### src/rtl/pipeline_latealu_pkg.sv
// Shared definitions for the late-ALU stage: deferred op encodings, exception
// codes and the iterative multiplier state type.
package pipeline_latealu_pkg;

  localparam logic [5:0] LATEALU_OP_SRL  = 6'b000010;
  localparam logic [5:0] LATEALU_OP_SRA  = 6'b000011;
  localparam logic [5:0] LATEALU_OP_MULT = 6'b000100;
  localparam logic [5:0] LATEALU_OP_MTHI = 6'b000101;
  localparam logic [5:0] LATEALU_OP_MTLO = 6'b000110;

  localparam logic [2:0] EXC_BAD_OP = 3'b001;

  typedef enum logic [1:0] {
    MULT_IDLE = 2'd0,
    MULT_RUN  = 2'd1,
    MULT_FIN  = 2'd2
  } mult_state_e;

endpackage

### src/rtl/pipeline_latealu_if.sv
// Bus between the ALU stage (master) and the late-ALU stage (slave): writeback
// fields in, deferred op request in, registered writeback and HI/LO out.
interface pipeline_latealu_if;

  logic [4:0]  rd_index_in;
  logic [31:0] rd_value_in;
  logic [2:0]  exception_in;
  logic        latealu_enable;
  logic [5:0]  latealu_op;
  logic [31:0] latealu_a0;
  logic [31:0] latealu_a1;

  logic [4:0]  rd_index;
  logic [31:0] rd_value;
  logic [2:0]  exception;
  logic [31:0] latealu_mult_hi;
  logic [31:0] latealu_mult_lo;
  logic        mult_busy;

  modport master (
    output rd_index_in, rd_value_in, exception_in,
    output latealu_enable, latealu_op, latealu_a0, latealu_a1,
    input  rd_index, rd_value, exception,
    input  latealu_mult_hi, latealu_mult_lo, mult_busy
  );

  modport slave (
    input  rd_index_in, rd_value_in, exception_in,
    input  latealu_enable, latealu_op, latealu_a0, latealu_a1,
    output rd_index, rd_value, exception,
    output latealu_mult_hi, latealu_mult_lo, mult_busy
  );

endinterface

### src/rtl/pipeline_latealu_mult_iter.sv
// Iterative signed 32x32 multiplier: sign-magnitude, MULT_CHUNK multiplier bits
// per cycle, product presented for one cycle in FIN unless aborted or restarted.
module latealu_mult_iter
  import pipeline_latealu_pkg::*;
#(
  parameter int MULT_CHUNK = 8
) (
  input  logic        clk,
  input  logic        rst,
  input  logic        start,
  input  logic        abort,
  input  logic [31:0] a0,
  input  logic [31:0] a1,
  output logic        busy,
  output logic        done,
  output logic [63:0] product
);

  localparam int STEPS = 32 / MULT_CHUNK;
  localparam int CNT_W = (STEPS > 1) ? $clog2(STEPS) : 1;
  localparam logic [CNT_W-1:0] LAST = CNT_W'(STEPS - 1);

  mult_state_e     state;
  logic [CNT_W-1:0] cnt;
  logic [31:0]     mag0;
  logic [31:0]     mag1;
  logic            neg;
  logic [63:0]     acc;

  logic [5:0]            bit_pos;
  logic [MULT_CHUNK-1:0] chunk;
  logic [63:0]           partial;

  // 0x80000000 negates to itself, which is exactly its magnitude as unsigned.
  function automatic logic [31:0] abs_mag(input logic signed [31:0] v);
    return v[31] ? 32'(-v) : v;
  endfunction

  assign bit_pos = 6'(cnt) * 6'(MULT_CHUNK);
  assign chunk   = MULT_CHUNK'(mag1 >> bit_pos);
  assign partial = (64'(mag0) * 64'(chunk)) << bit_pos;

  always_ff @(posedge clk or posedge rst) begin
    if (rst) begin
      state <= MULT_IDLE;
      cnt   <= '0;
      mag0  <= '0;
      mag1  <= '0;
      neg   <= 1'b0;
      acc   <= '0;
    end else if (start) begin
      state <= MULT_RUN;
      cnt   <= '0;
      mag0  <= abs_mag(a0);
      mag1  <= abs_mag(a1);
      neg   <= a0[31] ^ a1[31];
      acc   <= '0;
    end else if (abort) begin
      state <= MULT_IDLE;
    end else begin
      case (state)
        MULT_RUN: begin
          acc <= acc + partial;
          cnt <= cnt + CNT_W'(1);
          if (cnt == LAST) state <= MULT_FIN;
        end
        MULT_FIN: state <= MULT_IDLE;
        default:  state <= MULT_IDLE;
      endcase
    end
  end

  assign busy    = (state != MULT_IDLE);
  assign done    = (state == MULT_FIN) && !start && !abort;
  assign product = neg ? -acc : acc;

endmodule

### src/rtl/pipeline_latealu.sv
// Late-ALU stage: registers the ALU writeback, executes deferred shifts,
// mthi/mtlo and iterative multiply, and owns the HI/LO pair.
module pipeline_latealu
  import pipeline_latealu_pkg::*;
#(
  parameter int MULT_CHUNK = 8
) (
  input  logic               clk,
  input  logic               rst,
  pipeline_latealu_if.slave  bus
);

  logic [4:0]  rd_index_p0;
  logic [31:0] rd_value_p0;
  logic [2:0]  exception_p0;
  logic [31:0] hi_p0;
  logic [31:0] lo_p0;

  logic        mult_start;
  logic        mult_abort;
  logic        mult_busy;
  logic        mult_done;
  logic [63:0] mult_product;

  function automatic logic [31:0] shift_right(input logic [31:0] v,
                                              input logic [4:0]  sh,
                                              input logic        arith);
    logic signed [31:0] sv;
    sv = v;
    return arith ? 32'(sv >>> sh) : (v >> sh);
  endfunction

  assign mult_start = bus.latealu_enable && (bus.latealu_op == LATEALU_OP_MULT);
  assign mult_abort = bus.latealu_enable &&
                      ((bus.latealu_op == LATEALU_OP_MTHI) ||
                       (bus.latealu_op == LATEALU_OP_MTLO));

  latealu_mult_iter #(
    .MULT_CHUNK(MULT_CHUNK)
  ) u_mult (
    .clk     (clk),
    .rst     (rst),
    .start   (mult_start),
    .abort   (mult_abort),
    .a0      (bus.latealu_a0),
    .a1      (bus.latealu_a1),
    .busy    (mult_busy),
    .done    (mult_done),
    .product (mult_product)
  );

  // Stage p0: writeback register plus HI/LO; mthi/mtlo override a FIN write.
  always_ff @(posedge clk or posedge rst) begin
    if (rst) begin
      rd_index_p0  <= '0;
      rd_value_p0  <= '0;
      exception_p0 <= '0;
      hi_p0        <= '0;
      lo_p0        <= '0;
    end else begin
      rd_index_p0  <= bus.rd_index_in;
      rd_value_p0  <= bus.rd_value_in;
      exception_p0 <= bus.exception_in;
      if (mult_done) {hi_p0, lo_p0} <= mult_product;
      if (bus.latealu_enable) begin
        case (bus.latealu_op)
          LATEALU_OP_SRL:
            rd_value_p0 <= shift_right(bus.latealu_a0, bus.latealu_a1[4:0], 1'b0);
          LATEALU_OP_SRA:
            rd_value_p0 <= shift_right(bus.latealu_a0, bus.latealu_a1[4:0], 1'b1);
          LATEALU_OP_MULT:
            rd_index_p0 <= '0;
          LATEALU_OP_MTHI: begin
            rd_index_p0 <= '0;
            hi_p0       <= bus.latealu_a0;
          end
          LATEALU_OP_MTLO: begin
            rd_index_p0 <= '0;
            lo_p0       <= bus.latealu_a0;
          end
          default: begin
            rd_index_p0  <= '0;
            exception_p0 <= (bus.exception_in == 3'b000) ? EXC_BAD_OP : bus.exception_in;
          end
        endcase
      end
    end
  end

  assign bus.rd_index        = rd_index_p0;
  assign bus.rd_value        = rd_value_p0;
  assign bus.exception       = exception_p0;
  assign bus.latealu_mult_hi = hi_p0;
  assign bus.latealu_mult_lo = lo_p0;
  assign bus.mult_busy       = mult_busy;

endmodule

### src/flat_wrapper.sv
// flat-port wrapper written by rule: the top's interface ports become plain ports
module pipeline_latealu_flat import pipeline_latealu_pkg::*;
#(
  parameter int MULT_CHUNK = 8
)
  (clk, rst, bus_rd_index_in, bus_rd_value_in, bus_exception_in, bus_latealu_enable, bus_latealu_op, bus_latealu_a0, bus_latealu_a1, bus_rd_index, bus_rd_value, bus_exception, bus_latealu_mult_hi, bus_latealu_mult_lo, bus_mult_busy);
  pipeline_latealu_if bus_i ();
  input  logic clk;
  input  logic rst;
  input wire logic [$bits(bus_i.rd_index_in)-1:0] bus_rd_index_in;
  input wire logic [$bits(bus_i.rd_value_in)-1:0] bus_rd_value_in;
  input wire logic [$bits(bus_i.exception_in)-1:0] bus_exception_in;
  input wire logic [$bits(bus_i.latealu_enable)-1:0] bus_latealu_enable;
  input wire logic [$bits(bus_i.latealu_op)-1:0] bus_latealu_op;
  input wire logic [$bits(bus_i.latealu_a0)-1:0] bus_latealu_a0;
  input wire logic [$bits(bus_i.latealu_a1)-1:0] bus_latealu_a1;
  output wire logic [$bits(bus_i.rd_index)-1:0] bus_rd_index;
  output wire logic [$bits(bus_i.rd_value)-1:0] bus_rd_value;
  output wire logic [$bits(bus_i.exception)-1:0] bus_exception;
  output wire logic [$bits(bus_i.latealu_mult_hi)-1:0] bus_latealu_mult_hi;
  output wire logic [$bits(bus_i.latealu_mult_lo)-1:0] bus_latealu_mult_lo;
  output wire logic [$bits(bus_i.mult_busy)-1:0] bus_mult_busy;
  assign bus_i.rd_index_in = bus_rd_index_in;
  assign bus_i.rd_value_in = bus_rd_value_in;
  assign bus_i.exception_in = bus_exception_in;
  assign bus_i.latealu_enable = bus_latealu_enable;
  assign bus_i.latealu_op = bus_latealu_op;
  assign bus_i.latealu_a0 = bus_latealu_a0;
  assign bus_i.latealu_a1 = bus_latealu_a1;
  assign bus_rd_index = bus_i.rd_index;
  assign bus_rd_value = bus_i.rd_value;
  assign bus_exception = bus_i.exception;
  assign bus_latealu_mult_hi = bus_i.latealu_mult_hi;
  assign bus_latealu_mult_lo = bus_i.latealu_mult_lo;
  assign bus_mult_busy = bus_i.mult_busy;
  pipeline_latealu #(.MULT_CHUNK(MULT_CHUNK)) u_core (.clk(clk), .rst(rst), .bus(bus_i));
endmodule
### config.mk
export PLATFORM = sky130hd
export DESIGN_NAME = pipeline_latealu_flat
export DESIGN_NICKNAME = d
export VERILOG_FILES = /design/src/rtl/pipeline_latealu_pkg.sv /design/src/rtl/pipeline_latealu_if.sv /design/src/rtl/pipeline_latealu_mult_iter.sv /design/src/rtl/pipeline_latealu.sv /design/src/flat_wrapper.sv
export SDC_FILE = /design/constraint.sdc
export NUM_CORES = 2
export LEC_CHECK = 0
export CORE_UTILIZATION = 60
export CTS_BUF_LIST = sky130_fd_sc_hd__clkbuf_2
export DETAILED_ROUTE_END_ITERATION = 8
export GPL_ROUTABILITY_DRIVEN = 1
export PLACE_DENSITY = 0.79
export SETUP_SLACK_MARGIN = 0.05
export SLEW_MARGIN = 20
export SYNTH_ARGS = -nofsm -noshare
export SYNTH_HDL_FRONTEND = slang
export SYNTH_SLANG_ARGS = --single-unit
### constraint.sdc
create_clock -name clk -period 19.25 [get_ports clk]
set_input_delay 3.85 -clock clk [delete_from_list [all_inputs] [get_ports clk]]
set_output_delay 3.85 -clock clk [all_outputs]
set_load 0.02 [all_outputs]
==> flow_summary.json <==
{
  "outcome": "finished, final reports clean",
  "wl_per_cell_um": 23.1,
  "syn_to_final_growth_pct": 11.0,
  "post-route-util": 0.681,
  "cellPowerDensity_nw_per_um2": 113,
  "tightest_slew_ns": 1.11,
  "synthDistinctLibCells": 81,
  "netlist_area_um2": 25900,
  "rr_startpoint": "u_core.u_mult.cnt[0]$_DFFE_PP0P_",
  "core_um2": 42200,
  "critPathKind": "reg2reg",
  "dieHeight_um": 210,
  "slowest_stage": "mux4_2",
  "clockBufferDepth": 3,
  "max-cap-violations": 0,
  "switching_share": 0.528,
  "gp_congestion": 1.03,
  "skew_ns": 0.140,
  "grt_overflow_total": 0,
  "fmax_mhz": 94.9,
  "p_switching_w": 0.00171,
  "critPathLaunchType": "register",
  "slew_violations": 0,
  "vias": 24479,
  "grt_pass1_wl_mm": 137,
  "dieArea_um2": 44000,
  "path_clk_slew_ns": 0.10,
  "syn_inst": 3135,
  "nNetsFinal": 3679,
  "cpPeakStageDelay_ns": 0.88,
  "crit_end": "u_core.u_mult.acc[62]$_DFFE_PP0P_",
  "hold_buffers": 0,
  "synth_ff_type": "dfrtp_1",
  "p_leak_nw": 13.5,
  "final-hold-violation-count": 0,
  "synth_warnings": 0,
  "pwr-share-seq": 0.263,
  "reg2reg_depth": 31,
  "post_cts_buffers": 0,
  "ys_seq_elements": 237,
  "seqCellArea_um2": 5930,
  "postSynthAreaPerCell_um2": 8.26,
  "top_level_ports": 218,
  "fillerInstances": 3514,
  "dp_hpwl_mm": 68.3,
  "timing.rr.end": "u_core.u_mult.acc[62]$_DFFE_PP0P_",
  "syn_nets": 3563,
  "antenna_found_initial": 1,
  "synth_edf_count": 0,
  "cp.arrival_ns": 11.44,
  "fin_crit_sh": 0.547,
  "drc": 0,
  "cts_made_buffers": 67,
  "finalSetupTns_ns": 0,
  "antenna_left": 0,
  "required_ns": 20.15,
  "cp-end-kind": "register",
  "grt_use_total": 0.405,
  "ys_seq_area_frac": 0.229,
  "cts_resized": 0,
  "critPathTopFamily": "compound AO/OA/AOI/OAI gates",
  "path_buf_inv": 3,
  "root_buffer": "clkbuf_2",
  "io_buffer_count": 217,
  "comb_power_share": 0.623,
  "internal-power_w": 0.00153,
  "cp-startpoint": "u_core.u_mult.cnt[0]$_DFFE_PP0P_",
  "peakVddDrop_uv": 125,
  "p_clk_frac": 0.114,
  "first_pass_iters": 8,
  "async_reset_ff_frac": 1.00,
  "clock_latency_ns": 1.05,
  "rsz0062_at_grt": "false",
  "drive_above_1_share": 0.0575,
  "crit_cells": 31,
  "grt_max_degree": 122,
  "initial_core_util": 0.614,
  "via_per_inst": 6.40,
  "cts_tree": "done",
  "period_minus_slack_ns": 10.54,
  "h-tree-depth": 3,
  "worstPathMaxFanout": 32,
  "multi_input_area_um2": 18400,
  "num_rows": 75,
  "clock_sinks": 237,
  "wl_mm": 88.5,
  "grt_pass1_vias": 24335,
  "r2r_slack_ns": 8.71,
  "relSlewSlack": 0.250,
  "die_w_um": 210,
  "drt_first_iter_violations": 2418,
  "hold_path_class": "reg2reg",
  "setup_viol": 0
}
## kinds of logic (layout without fill, tap and decap cells)
kind of cell    Yosys count  count (layout)  share of synthesized area
flops                   237             237                      0.229
xor+xnor                201             201                     0.0680
compound gates          842             842                      0.199
fa+ha+maj               315             315                      0.205
simple gates           1028            1028                      0.193
buf+inv                 430             581                     0.0623
mux                      82              82                     0.0440
other cells               0               2                          0
## layer usage
layer,global-route usage,part of all wire,vias up
met1,0.514,0.39,11880
met5,0,0,-
met2,0.647,0.46,1263
met4,0.224,0.060,0
li1,-,-,11046
met3,0.0839,0.090,290
## layout by cell type, fill, tap and decap left out, types with 51 or more instances in the layout
cell type,Yosys,layout
a21oi_1,253,253
and2_1,221,221
clkbuf_2,1,94
clkdlybuf4s50_1,0,216
dfrtp_1,237,237
fa_1,181,181
ha_1,134,134
inv_1,237,236
mux2i_1,51,51
nand2_1,404,402
nor2_1,166,166
o21ai_0,231,231
o22ai_1,76,76
xnor2_1,75,75
xor2_1,126,126
## power groups by stage
stage               clock (W)  sequential [W]  combinational (W)
floorplan                   0        0.000838            0.00127
detailed placement          0        0.000852            0.00197
CTS                  0.000377        0.000844            0.00199
finish               0.000369        0.000854            0.00202
global route         0.000399        0.000859            0.00220
global placement            0        0.000848            0.00195
## worst min-delay path, stage by stage, from the launching register on
cell and delay, ns:
dfrtp_1 0.35, nand2_1 0.04, o21ai_0 0.07
## stage by stage
stage | cell area (um2) | hold slack [ns] | instances | total power [W] | worst slack (ns)
finish | 28800 | 0.491 | 3827 | 0.00325 | 8.71
global route | 28800 | 0.507 | 3827 | 0.00346 | 8.11
CTS | 28800 | 0.492 | 3825 | 0.00321 | 8.71
detailed placement | 28200 | 0.472 | 3721 | 0.00283 | 8.72
global placement | 28200 | 0.465 | 3721 | 0.00279 | 8.88
floorplan | 25900 | 0.445 | 3135 | 0.00211 | 8.90
## sequential cells by signal, indices dropped and copies added (netlist names)
register / cells
u_core.u_mult.cnt: 2
u_core.bus.rd_index: 5
u_core.bus.exception: 3
u_core.u_mult.mag1: 32
u_core.bus.latealu_mult_lo: 32
u_core.u_mult.neg: 1
u_core.bus.rd_value: 32
u_core.bus.latealu_mult_hi: 32
u_core.u_mult.mag0: 32
u_core.u_mult.acc: 64
u_core.u_mult.state: 2
## cell usage after synthesis (6+ instances only)
cell type / n / area (um2)
a2111oi_0: 6 / 52.6
a211o_1: 6 / 52.6
a211oi_1: 25 / 188
a21boi_0: 12 / 90.1
a21o_1: 41 / 308
a21oi_1: 253 / 1270
a22o_1: 21 / 184
a31oi_1: 14 / 87.6
and2_1: 221 / 1380
and3_1: 7 / 43.8
buf_1: 23 / 86.3
clkbuf_1: 165 / 619
dfrtp_1: 237 / 5930
fa_1: 181 / 3620
ha_1: 134 / 1680
inv_1: 237 / 890
mux2_2: 6 / 67.6
mux2i_1: 51 / 510
mux4_2: 25 / 563
nand2_1: 404 / 1520
nand2b_1: 20 / 125
nand3_1: 41 / 205
nand4_1: 21 / 131
nor2_1: 166 / 623
nor2b_1: 12 / 75.1
nor3_1: 46 / 230
nor4_1: 11 / 68.8
o211ai_1: 18 / 135
o21a_1: 19 / 143
o21ai_0: 231 / 1160
o21bai_1: 19 / 143
o22ai_1: 76 / 475
o31ai_1: 38 / 285
o41ai_1: 19 / 166
or2_2: 9 / 56.3
or3_1: 24 / 150
or4_1: 19 / 143
xnor2_1: 75 / 657
xor2_1: 126 / 1100
## worst min-delay path by stage
stage / slack, ns / start / cells past startpoint / endpoint
6_report: 0.49 / u_core.u_mult.mag1[18]$_DFFE_PP0P_ / 2 / u_core.u_mult.mag1[18]$_DFFE_PP0P_
2_1_floorplan: 0.44 / u_core.u_mult.mag1[16]$_DFFE_PP0P_ / 2 / u_core.u_mult.mag1[16]$_DFFE_PP0P_
5_1_grt: 0.51 / u_core.u_mult.mag1[25]$_DFFE_PP0P_ / 2 / u_core.u_mult.mag1[25]$_DFFE_PP0P_
3_3_place_gp: 0.46 / u_core.u_mult.mag1[18]$_DFFE_PP0P_ / 2 / u_core.u_mult.mag1[18]$_DFFE_PP0P_
3_5_place_dp: 0.47 / u_core.u_mult.mag1[25]$_DFFE_PP0P_ / 2 / u_core.u_mult.mag1[25]$_DFFE_PP0P_
4_1_cts: 0.49 / u_core.u_mult.mag1[25]$_DFFE_PP0P_ / 2 / u_core.u_mult.mag1[25]$_DFFE_PP0P_
## final cells by class
class / instances / share of cell area
inverter: 241 / 0.0317
timing repair buffer: 236 / 0.0803
sequential: 237 / 0.206
clock buffer: 94 / 0.0164
tap: 539 / 0.0234
clock inverter: 10 / 0.00239
multi-input combinational: 2468 / 0.639
antenna: 2 / 0.000174
(Power assumes the default switching activity.)
